**src/rtl/ring_osc_trim_pkg.sv**
```systemverilog
// Shared definitions for the ring oscillator trim calibration controller.
// Holds the trim level range, the controller state encoding, and the
// level -> thermometer trim decode used to drive the 26-bit trim bus.
package ring_osc_trim_pkg;

    localparam int LEVEL_MAX   = 26;
    localparam int NUM_PRIMARY = 13;
    localparam int TRIM_W      = 2 * NUM_PRIMARY;
    localparam int LEVEL_W     = 5;

    typedef enum logic [2:0] {
        ST_IDLE   = 3'd0,
        ST_RST    = 3'd1,
        ST_SETTLE = 3'd2,
        ST_MEAS   = 3'd3,
        ST_DECIDE = 3'd4,
        ST_DONE   = 3'd5
    } state_t;

    // Primary bits fill first, then the secondary bank; the result is a
    // plain thermometer code, so each level step adds exactly one stage load.
    function automatic logic [TRIM_W-1:0] level_to_trim(input logic [LEVEL_W-1:0] level);
        logic [TRIM_W-1:0] t;
        t = '0;
        for (int k = 0; k < NUM_PRIMARY; k++) begin
            if (k < int'(level)) t[k] = 1'b1;
            if ((k + NUM_PRIMARY) < int'(level)) t[NUM_PRIMARY + k] = 1'b1;
        end
        return t;
    endfunction

    function automatic logic [LEVEL_W-1:0] clamp_level(input logic [LEVEL_W-1:0] level);
        return (level > LEVEL_W'(LEVEL_MAX)) ? LEVEL_W'(LEVEL_MAX) : level;
    endfunction

endpackage

```
**src/rtl/ring_osc_edge_sync.sv**
```systemverilog
// Synchronizes the divided oscillator into the clk domain and counts its
// edges (rising and falling) with a saturating counter.
// Ports:
//   i_clk, i_resetb : system clock, synchronous active-low reset
//   i_osc_div       : divided oscillator, asynchronous to i_clk
//   i_clear         : zero the counter (has priority over i_enable)
//   i_enable        : count detected edges
//   o_count         : current edge count
module ring_osc_edge_sync #(
    parameter int CNT_W = 16
) (
    input  logic             i_clk,
    input  logic             i_resetb,
    input  logic             i_osc_div,
    input  logic             i_clear,
    input  logic             i_enable,
    output logic [CNT_W-1:0] o_count
);

    logic             r_sync1;
    logic             r_sync2;
    logic             r_hist;
    logic [CNT_W-1:0] r_count;
    logic             w_edge;
    logic             w_sat;

    assign w_edge  = r_sync2 ^ r_hist;
    assign w_sat   = &r_count;
    assign o_count = r_count;

    always_ff @(posedge i_clk) begin
        if (!i_resetb) begin
            r_sync1 <= 1'b0;
            r_sync2 <= 1'b0;
            r_hist  <= 1'b0;
            r_count <= '0;
        end else begin
            r_sync1 <= i_osc_div;
            r_sync2 <= r_sync1;
            r_hist  <= r_sync2;
            if (i_clear) begin
                r_count <= '0;
            end else if (i_enable && w_edge && !w_sat) begin
                r_count <= r_count + CNT_W'(1);
            end
        end
    end

endmodule

```
**src/rtl/ring_osc_trim_cal.sv**
```systemverilog
// Closed-loop trim calibration for the 13-stage ring oscillator.
// Binary-searches trim levels 0..26 for the fastest level whose edge count
// over a window of i_clk cycles does not exceed i_cfg_target.
//
//   state  | meaning
//   IDLE   | waiting for start; tracks i_cfg_level when manual
//   RST    | holding oscillator reset for RST_CYC cycles
//   SETTLE | trim just changed; counter held clear for SETTLE_CYC cycles
//   MEAS   | counting oscillator edges for max(window,1) cycles
//   DECIDE | one cycle: narrow [lo,hi], pick next level or finish
//   DONE   | result on o_cal_level, o_done high
//
// Ports:
//   i_clk, i_resetb            : system clock, synchronous active-low reset
//   i_start                    : one-cycle calibration request
//   i_cfg_manual, i_cfg_level  : manual trim override and level (clamped to 26)
//   i_cfg_window, i_cfg_target : measurement window and max acceptable count
//   i_osc_div                  : divided oscillator (asynchronous)
//   o_osc_reset, o_trim        : oscillator reset and trim bus
//   o_cal_level, o_meas_count  : current level, last window's edge count
//   o_busy, o_done             : search status
module ring_osc_trim_cal
    import ring_osc_trim_pkg::*;
#(
    parameter int CNT_W      = 16,
    parameter int SETTLE_CYC = 16,
    parameter int RST_CYC    = 8
) (
    input  logic               i_clk,
    input  logic               i_resetb,
    input  logic               i_start,
    input  logic               i_cfg_manual,
    input  logic [LEVEL_W-1:0] i_cfg_level,
    input  logic [CNT_W-1:0]   i_cfg_window,
    input  logic [CNT_W-1:0]   i_cfg_target,
    input  logic               i_osc_div,
    output logic               o_osc_reset,
    output logic [TRIM_W-1:0]  o_trim,
    output logic [LEVEL_W-1:0] o_cal_level,
    output logic [CNT_W-1:0]   o_meas_count,
    output logic               o_busy,
    output logic               o_done
);

    localparam int SET_W = $clog2(SETTLE_CYC + 1);
    localparam int RST_W = $clog2(RST_CYC + 1);
    localparam int TMR_A = (CNT_W > SET_W) ? CNT_W : SET_W;
    localparam int TMR_W = (TMR_A > RST_W) ? TMR_A : RST_W;

    localparam logic [TMR_W-1:0] TMR_RST    = TMR_W'(RST_CYC - 1);
    localparam logic [TMR_W-1:0] TMR_SETTLE = TMR_W'(SETTLE_CYC - 1);

    state_t             r_state;
    state_t             w_state_nxt;
    logic [TMR_W-1:0]   r_timer;
    logic [TMR_W-1:0]   w_timer_nxt;
    logic [LEVEL_W-1:0] r_lo;
    logic [LEVEL_W-1:0] w_lo_nxt;
    logic [LEVEL_W-1:0] r_hi;
    logic [LEVEL_W-1:0] w_hi_nxt;
    logic [LEVEL_W-1:0] r_cal_level;
    logic [LEVEL_W-1:0] w_cal_nxt;
    logic               r_osc_reset;
    logic               w_osc_reset_nxt;
    logic               r_busy;
    logic               w_busy_nxt;
    logic               r_done;
    logic               w_done_nxt;
    logic [CNT_W-1:0]   r_meas_count;
    logic [CNT_W-1:0]   w_meas_nxt;
    logic [TRIM_W-1:0]  r_trim;

    logic [CNT_W-1:0]   w_count;
    logic               w_clear;
    logic               w_enable;
    logic               w_tc;
    logic               w_too_fast;
    logic [TMR_W-1:0]   w_tmr_win;
    logic [TMR_W-1:0]   w_tmr_dec;
    logic [LEVEL_W-1:0] w_lo_dec;
    logic [LEVEL_W-1:0] w_hi_dec;
    logic [LEVEL_W:0]   w_sum;
    logic [LEVEL_W-1:0] w_mid;

    ring_osc_edge_sync #(
        .CNT_W (CNT_W)
    ) u_edge_sync (
        .i_clk     (i_clk),
        .i_resetb  (i_resetb),
        .i_osc_div (i_osc_div),
        .i_clear   (w_clear),
        .i_enable  (w_enable),
        .o_count   (w_count)
    );

    // A zero window is stretched to one cycle so MEAS always terminates.
    assign w_tmr_win = (i_cfg_window == '0) ? '0 : TMR_W'(i_cfg_window - CNT_W'(1));
    assign w_tmr_dec = r_timer - TMR_W'(1);
    assign w_tc      = (r_timer == '0);

    // Counting is frozen in DECIDE, so w_count is the finished window.
    assign w_too_fast = (w_count > i_cfg_target);
    assign w_lo_dec   = w_too_fast ? (r_cal_level + LEVEL_W'(1)) : r_lo;
    assign w_hi_dec   = w_too_fast ? r_hi : r_cal_level;
    assign w_sum      = {1'b0, w_lo_dec} + {1'b0, w_hi_dec};
    assign w_mid      = w_sum[LEVEL_W:1];

    always_ff @(posedge i_clk) begin
        if (!i_resetb) begin
            r_state      <= ST_IDLE;
            r_timer      <= '0;
            r_lo         <= '0;
            r_hi         <= '0;
            r_cal_level  <= '0;
            r_osc_reset  <= 1'b1;
            r_busy       <= 1'b0;
            r_done       <= 1'b0;
            r_meas_count <= '0;
            r_trim       <= '0;
        end else begin
            r_state      <= w_state_nxt;
            r_timer      <= w_timer_nxt;
            r_lo         <= w_lo_nxt;
            r_hi         <= w_hi_nxt;
            r_cal_level  <= w_cal_nxt;
            r_osc_reset  <= w_osc_reset_nxt;
            r_busy       <= w_busy_nxt;
            r_done       <= w_done_nxt;
            r_meas_count <= w_meas_nxt;
            r_trim       <= level_to_trim(r_cal_level);
        end
    end

    always_comb begin
        w_state_nxt     = r_state;
        w_timer_nxt     = r_timer;
        w_lo_nxt        = r_lo;
        w_hi_nxt        = r_hi;
        w_cal_nxt       = r_cal_level;
        w_osc_reset_nxt = r_osc_reset;
        w_busy_nxt      = r_busy;
        w_done_nxt      = r_done;
        w_meas_nxt      = r_meas_count;
        w_clear         = 1'b0;
        w_enable        = 1'b0;

        unique case (r_state)
            ST_IDLE: begin
                if (i_cfg_manual) begin
                    w_cal_nxt       = clamp_level(i_cfg_level);
                    w_osc_reset_nxt = 1'b0;
                end else if (i_start) begin
                    w_lo_nxt        = '0;
                    w_hi_nxt        = LEVEL_W'(LEVEL_MAX);
                    w_cal_nxt       = LEVEL_W'(NUM_PRIMARY);
                    w_done_nxt      = 1'b0;
                    w_busy_nxt      = 1'b1;
                    w_osc_reset_nxt = 1'b1;
                    w_timer_nxt     = TMR_RST;
                    w_state_nxt     = ST_RST;
                end
            end
            ST_RST: begin
                if (w_tc) begin
                    w_osc_reset_nxt = 1'b0;
                    w_timer_nxt     = TMR_SETTLE;
                    w_state_nxt     = ST_SETTLE;
                end else begin
                    w_timer_nxt = w_tmr_dec;
                end
            end
            ST_SETTLE: begin
                w_clear = 1'b1;
                if (w_tc) begin
                    w_timer_nxt = w_tmr_win;
                    w_state_nxt = ST_MEAS;
                end else begin
                    w_timer_nxt = w_tmr_dec;
                end
            end
            ST_MEAS: begin
                w_enable = 1'b1;
                if (w_tc) begin
                    w_state_nxt = ST_DECIDE;
                end else begin
                    w_timer_nxt = w_tmr_dec;
                end
            end
            ST_DECIDE: begin
                w_meas_nxt = w_count;
                w_lo_nxt   = w_lo_dec;
                w_hi_nxt   = w_hi_dec;
                if (w_lo_dec == w_hi_dec) begin
                    w_cal_nxt   = w_lo_dec;
                    w_busy_nxt  = 1'b0;
                    w_done_nxt  = 1'b1;
                    w_state_nxt = ST_DONE;
                end else begin
                    w_cal_nxt   = w_mid;
                    w_timer_nxt = TMR_SETTLE;
                    w_state_nxt = ST_SETTLE;
                end
            end
            ST_DONE: begin
                if (i_cfg_manual) begin
                    w_done_nxt  = 1'b0;
                    w_state_nxt = ST_IDLE;
                end else if (i_start) begin
                    w_lo_nxt        = '0;
                    w_hi_nxt        = LEVEL_W'(LEVEL_MAX);
                    w_cal_nxt       = LEVEL_W'(NUM_PRIMARY);
                    w_done_nxt      = 1'b0;
                    w_busy_nxt      = 1'b1;
                    w_osc_reset_nxt = 1'b1;
                    w_timer_nxt     = TMR_RST;
                    w_state_nxt     = ST_RST;
                end
            end
            default: begin
                w_state_nxt = ST_IDLE;
            end
        endcase
    end

    assign o_osc_reset  = r_osc_reset;
    assign o_trim       = r_trim;
    assign o_cal_level  = r_cal_level;
    assign o_meas_count = r_meas_count;
    assign o_busy       = r_busy;
    assign o_done       = r_done;

endmodule

```
**config.mk**
```make
export PLATFORM = sky130hd
export DESIGN_NAME = ring_osc_trim_cal
export DESIGN_NICKNAME = d
export VERILOG_FILES = /design/src/rtl/ring_osc_trim_pkg.sv /design/src/rtl/ring_osc_edge_sync.sv /design/src/rtl/ring_osc_trim_cal.sv
export SDC_FILE = /design/constraint.sdc
export NUM_CORES = 1
export LEC_CHECK = 0
export BUFFER_PORTS_ARGS = -buffer_cell sky130_fd_sc_hd__buf_2
export CAP_MARGIN = 20
export CORE_ASPECT_RATIO = 0.5
export CORE_MARGIN = 5
export CORE_UTILIZATION = 30
export CTS_BUF_LIST = sky130_fd_sc_hd__clkbuf_8
export DETAILED_ROUTE_END_ITERATION = 6
export PLACE_DENSITY_LB_ADDON = 0.1
export SLEW_MARGIN = 15
export SYNTH_ARGS = -nofsm -noshare
export SYNTH_HDL_FRONTEND = slang
export SYNTH_SLANG_ARGS = --single-unit
```
**constraint.sdc**
```tcl
create_clock -name i_clk -period 6.1 [get_ports i_clk]
set_input_delay 0.305 -clock i_clk [delete_from_list [all_inputs] [get_ports i_clk]]
set_output_delay 0.305 -clock i_clk [all_outputs]
set_load 0.1 [all_outputs]
```
======== Yosys cells after proc, flatten, opt, wreduce, memory -nomap -nowiden ========
Index checks and enable logic that the tools add are counted.
word-level totals
  bits in registers ....................... 98
  word-level logic and storage cells ...... 157
operators by class
  bitwise logic cells ..................... 2
  multiplexer cells ....................... 72
  equal/unequal tests ..................... 16
  reduce and logical (&&, ||, !) cells .... 20
  $lt $le $gt $ge ......................... 28
  add/subtract/negate cells ............... 5
operator list
  operator               number
  $mux 16                7
  $pmux 16 s5            1
  $mux 5                 11
  $lt 5x5->1 const A     10
  $lt 4x5->1 const A     8
  $mux 1                 39
  $logic_not 16->1       2
  $sub 16x1->16 const B  2
  $mux 3                 7
  $lt 3x5->1 const A     4
  $pmux 5 s2             2
  $ne 2x2->1 const B     9
  $pmux 3 s6             1
  $add 16x1->16 const B  1
  $gt 16x16->1           1
  $reduce_and 16->1      1
  $pmux 5 s3             1
  $lt 1x5->1 const A     2
  $lt 2x5->1 const A     2
  $reduce_and 3->1       3
  $reduce_and 4->1       2
  $add 5x5->6            1
  $eq 3x2->1 const B     2
  $eq 3x3->1 const B     2
  other kinds (18)       22

======== Depth between registers and ports, before layout ========
  depth in word-level cells ............... 5
  depth in mapped cells ................... 16
  depth with buffers taken out ............ 15

======== Cells and area by module ========
A second synthesis with hierarchy kept.
second synthesis, totals
  cell total of the unflattened synthesis .. 735
  area, all modules ....................... 5829.3 um^2
modules (own cells, without submodules)
  module              sequential area each (um^2)  cells each  area an instance (um^2)  instances
  ring_osc_trim_cal   1581.5                       627         4848.4                   1
  ring_osc_edge_sync  380.4                        108         980.9                    1

======== Worst setup path before layout ========
No wires, ideal clock.
  kind .................................... reg-to-reg
  from .................................... register u_edge_sync.r_count[15], in the netlist u_edge_sync.o_count[15]
  to ...................................... register r_timer[5]
  path buffers ............................ 2
  clock period less this slack ............ 3.957 ns
  setup time .............................. 0.092 ns
  data required time ...................... 6.008 ns
  setup slack ............................. 2.143 ns
  arrival time ............................ 3.865 ns
  stages on the path, launching flop included .. 15
  path through ............................ dfxtp_1 > ha_1 > nand4_2 > or4_4 > a21o_4 > a32oi_4 > buf_4 > mux2_2 > ha_1 > nor4_1 > o21ai_2 > o21ai_2 > buf_2 > a21oi_1 > o32ai_1
on the way
  longest elaborated chain between the ends .. 5
  elaborated cells between the ends (all ways) .. 6
  classes of those cells .................. order compare: 1; eq/ne: 2; mux: 2; reduce/logical: 1
ends and longest elaborated chain
  element                       RTL line                                            text
  from (decl)                   ring_osc_edge_sync.sv:23                            logic [CNT_W-1:0] r_count;
  from (signal assigned)        ring_osc_edge_sync.sv:44                            r_count <= r_count + CNT_W'(1);
  $gt 16x16->1 *                ring_osc_trim_cal.sv:102                            assign w_too_fast = (w_count > i_cfg_target);
  $mux 5 (on tied branches)     ring_osc_trim_cal.sv:103, ring_osc_trim_cal.sv:104
  $eq 5x5->1 *                  ring_osc_trim_cal.sv:193                            if (w_lo_dec == w_hi_dec) begin
  $ne 2x2->1 (no line) *        -
  $reduce_and 5->1 (no line) *  -
  to (signal assigned)          ring_osc_trim_cal.sv:122                            r_timer <= w_timer_nxt;
  to (decl)                     ring_osc_trim_cal.sv:55                             logic [TMR_W-1:0] r_timer;
Every way passes the cells marked *; elsewhere a longest branch is shown, timed or not.
A chain may end at the register's enable or synchronous reset.

======== Worst setup path after layout ========
  from .................................... register u_edge_sync.r_count[15], in the netlist u_edge_sync.o_count[15]
  to ...................................... register r_timer[0]
The elaborated chain is that of the path after synthesis.

==> results by group <==
Placed design
  – Port bufs: 91
  – Placed insts: 1010
  – Global placement routability congestion: 0.858
  – DPL Wire Length: ~12 mm
  – Pre-CTS WS: around 1300 ps

STA
  – Max-slew violations: 0
  – Worst Tran Pin Value: about 870 ps
  – Slew margin rel.: between 40% and 50%
  – Clock skew: 14.1 ps
  – Setup tns final: 0 ps
  – Post-route minimum period: 4740 ps
  – Final Cycle Share: approximately 78%
  – Unrepaired setup endpoints after global routing: no
  – Fmax: between 0.2 and 0.25 GHz
  – Final WS setup: between 1000 and 1500 ps
  – Final hold violation count: 0
  – Final setup vio count: 0

Clock tree
  – Clock Tree Buf Depth: 2
  – Post-CTS Setup Bufs: 0
  – CTS Root Cell: clkbuf_8
  – Clock Sinks: 98
  – H-tree Lvls: 3
  – Clock Pin Slew Worst Setup and Hold Paths: about 100 ps
  – Num CTS Buffers: 9
  – CTS tree: yes
  – Post_cts resized: 0
  – Cts hold-fix bufs: 0
  – Clock Latency Late Sink: between 300 and 400 ps

Cells and area
  – Share of layout cells above drive strength 1: between 10% and 20%
  – Final net count: around 850
  – Synth-to-Final Area Change: 14.8%
  – Diode count: 0
  – Non-Filler Instances: between 1k and 1.5k

Setup path
  – Max FO, Critical Path: 18
  – Critical path class: reg -> reg
  – Critical path's top delay family: compound AO/OA/AOI/OAI gates
  – Crit-path cells: ha_1, nand4_2, or4_4, a21o_4, a32oi_4, mux2_2, ha_1, nor4_1, o21ai_2, o21ai_2, nor3_1, a211oi_1
  – Buf/Inv on CP: 0
  – CP Data Arrival Time: 5030 ps
  – R2r startpoint: u_edge_sync.o_count[15]
  – R2r endpoint: r_timer[0]
  – Reg2Reg Depth: 12
  – Crit-path slowest cell: o21ai_2
  – Data required, critical path: approximately 6400 ps
  – Worst Setup SP: u_edge_sync.o_count[15]
  – Critical path endpoint category: register
  – CP max stage delay: 650 ps
  – Critical Path Start Type: register
  – R2R Setup Slk: ~1400 ps

Power and ir drop
  – Leakage: 2.53 nW
  – Max VDD drop: approximately 0.16 mV
  – PD cells: roughly 390 mW/mm^2
  – Total power: between 2 and 2.5 mW

Global routing
  – Vias in the first global route: 5229
  – Largest net degree at the start of global routing: 42
  – Met2 Use GR: about a quarter
  – Initial antenna violation count: 0
  – Gr busiest metal: met2
  – First-pass GRT wire length: between 20 and 30 mm
  – Grt met3 use: 3.14%
  – GRT met1 Usage: between 20% and 30%
  – GRT Overall Usage: between 10% and 20%
  – GR Overflow Total: 0

Yosys
  – Area contributors post-synth: dfxtp_1 35%, a21oi_1 7.1%, nand2_1 6.4%, ha_1 5.6%, nor2_1 4.7%
  – Top cells by count, synth: 98 x dfxtp_1, 94 x nand2_1, 79 x a21oi_1, 70 x nor2_1, 40 x o21ai_0
  – Avg Inst Size Synth: between 7 and 8 um^2
  – Count of different cell masters after synthesis: 65
  – Main synth FF type: dfxtp_1
  – Share of the synthesized area in the top cell type: between 30% and 40%
  – Post-Syn Instances: slightly above 700
  – Sequential share of the synthesized area: between 30% and 40%
  – Synth area leader: dfxtp_1
  – Syn_nets: 783
  – EDFF count, synth: 0
  – Flops & latches, synth: between 90 and 100
  – Post-synthesis async set-or-reset flop share: 0%
  – Most frequent cell after synthesis: dfxtp_1
  – Syn. warnings: 0
  – Mapped cell area: approximately 0.0055 mm^2

Routing
  – Vias: around 5.3k
  – Avg Vias per Cell: about 5.2
  – Drt wl/cell: 16.0 um
  – Routed Antenna Nets: 0
  – Initial DRC count: ~260
  – DR DRC count: 0
  – Drt first pass iters: 5
  – Final wirelength: between 15 and 20 mm

Die
  – Total core area: 0.0183 mm^2
  – Die X: roughly 200 um
  – Ports: about 90
  – Row count: 35
  – Initial Util: a little under a third
  – Die area: 0.0214 mm^2
  – Die Y: between 100 and 150 um

Min path
  – Worst hold endpoint: u_edge_sync.r_sync1
  – Min-delay worst type: in -> reg
  – Hold Path Depth: 2
  – Hold_sp: i_osc_div

Job
  – Max cap viols: 0

Outcome
  – Status: finished, final reports clean
[per-layer routing]
metal	vias up	wire, um
met5	-	0
met4	0	85
met3	8	576
met2	86	7620
met1	2543	8140
li1	2688	-
[through the flow]
step | utilization, % | area (um^2) | hold WS, ps
2_1_floorplan | - | 5540 | 412
3_3_place_gp | 33.6 | 6140 | 421
3_5_place_dp | 33.7 | 6160 | 424
4_1_cts | 34.8 | 6350 | 107
5_1_grt | 34.8 | 6350 | 114
6_report | 34.8 | 6350 | 132
[placed cells by master, fill, tap and decap left out, types with 17 or more instances in the layout]
cell | synthesis | routed
dfxtp_1 | 98 | 98
nand2_1 | 94 | 94
buf_2 | 1 | 91
a21oi_1 | 79 | 79
nor2_1 | 70 | 70
o21ai_0 | 40 | 40
inv_1 | 36 | 36
nor3_1 | 28 | 28
ha_1 | 25 | 25
xnor2_1 | 17 | 17
[layout make-up]
| cell class | count | area [um^2] |
|---|---|---|
| Clock inverter | 6 | 56.3 |
| Fill cell | 1986 | 11900 |
| Multi-Input combinational cell | 540 | 3270 |
| Tap cell | 240 | 300 |
| Timing Repair Buffer | 95 | 493 |
| Sequential cell | 98 | 1960 |
| Clock buffer | 10 | 138 |
| Inverter | 37 | 139 |
[logic make-up (layout without fill, tap and decap cells)]
| logic type | after synthesis | in the layout | share of synthesized area (%) |
|---|---|---|---|
| AO/OA/AOI/OAI | 193 | 193 | 22.2 |
| AND/OR/NAND/NOR | 279 | 279 | 24.0 |
| buffers and inverters | 78 | 148 | 5.58 |
| adder cells (fa/ha/maj) | 29 | 29 | 6.37 |
| XOR/XNOR | 31 | 31 | 4.90 |
| multiplexers | 8 | 8 | 1.49 |
| flip-flops | 98 | 98 | 35.4 |
[registers in the layout, summed over array words and instances (netlist names)]
register	flops
u_edge_sync.r_sync2	1
u_edge_sync.o_count	16
o_busy	1
u_edge_sync.r_sync1	1
r_state	3
o_osc_reset	1
r_hi	5
o_trim	26
r_lo	5
r_timer	16
o_meas_count	16
o_cal_level	5
o_done	1
u_edge_sync.r_hist	1
[worst max-delay path by stage]
stage | end | slack (ps) | cells after the start
after floorplan | r_timer[5] | 2140 | 14
after global placement | r_timer[0] | 1440 | 14
after detailed placement | r_timer[0] | 1330 | 14
after CTS | r_timer[0] | 1330 | 12
after global routing | r_timer[0] | 940 | 13
final | r_timer[0] | 1360 | 12
[where the power goes]
part           switching [mW]  leakage (nW)  internal [mW]  total [mW]
sequential              0.121         0.796          0.721       0.842
combinational           0.898          1.64          0.320        1.22
clock                   0.261        0.0973          0.169       0.430
total                    1.28          2.53           1.21        2.49
Note: power is estimated with default switching activity, not from simulation.
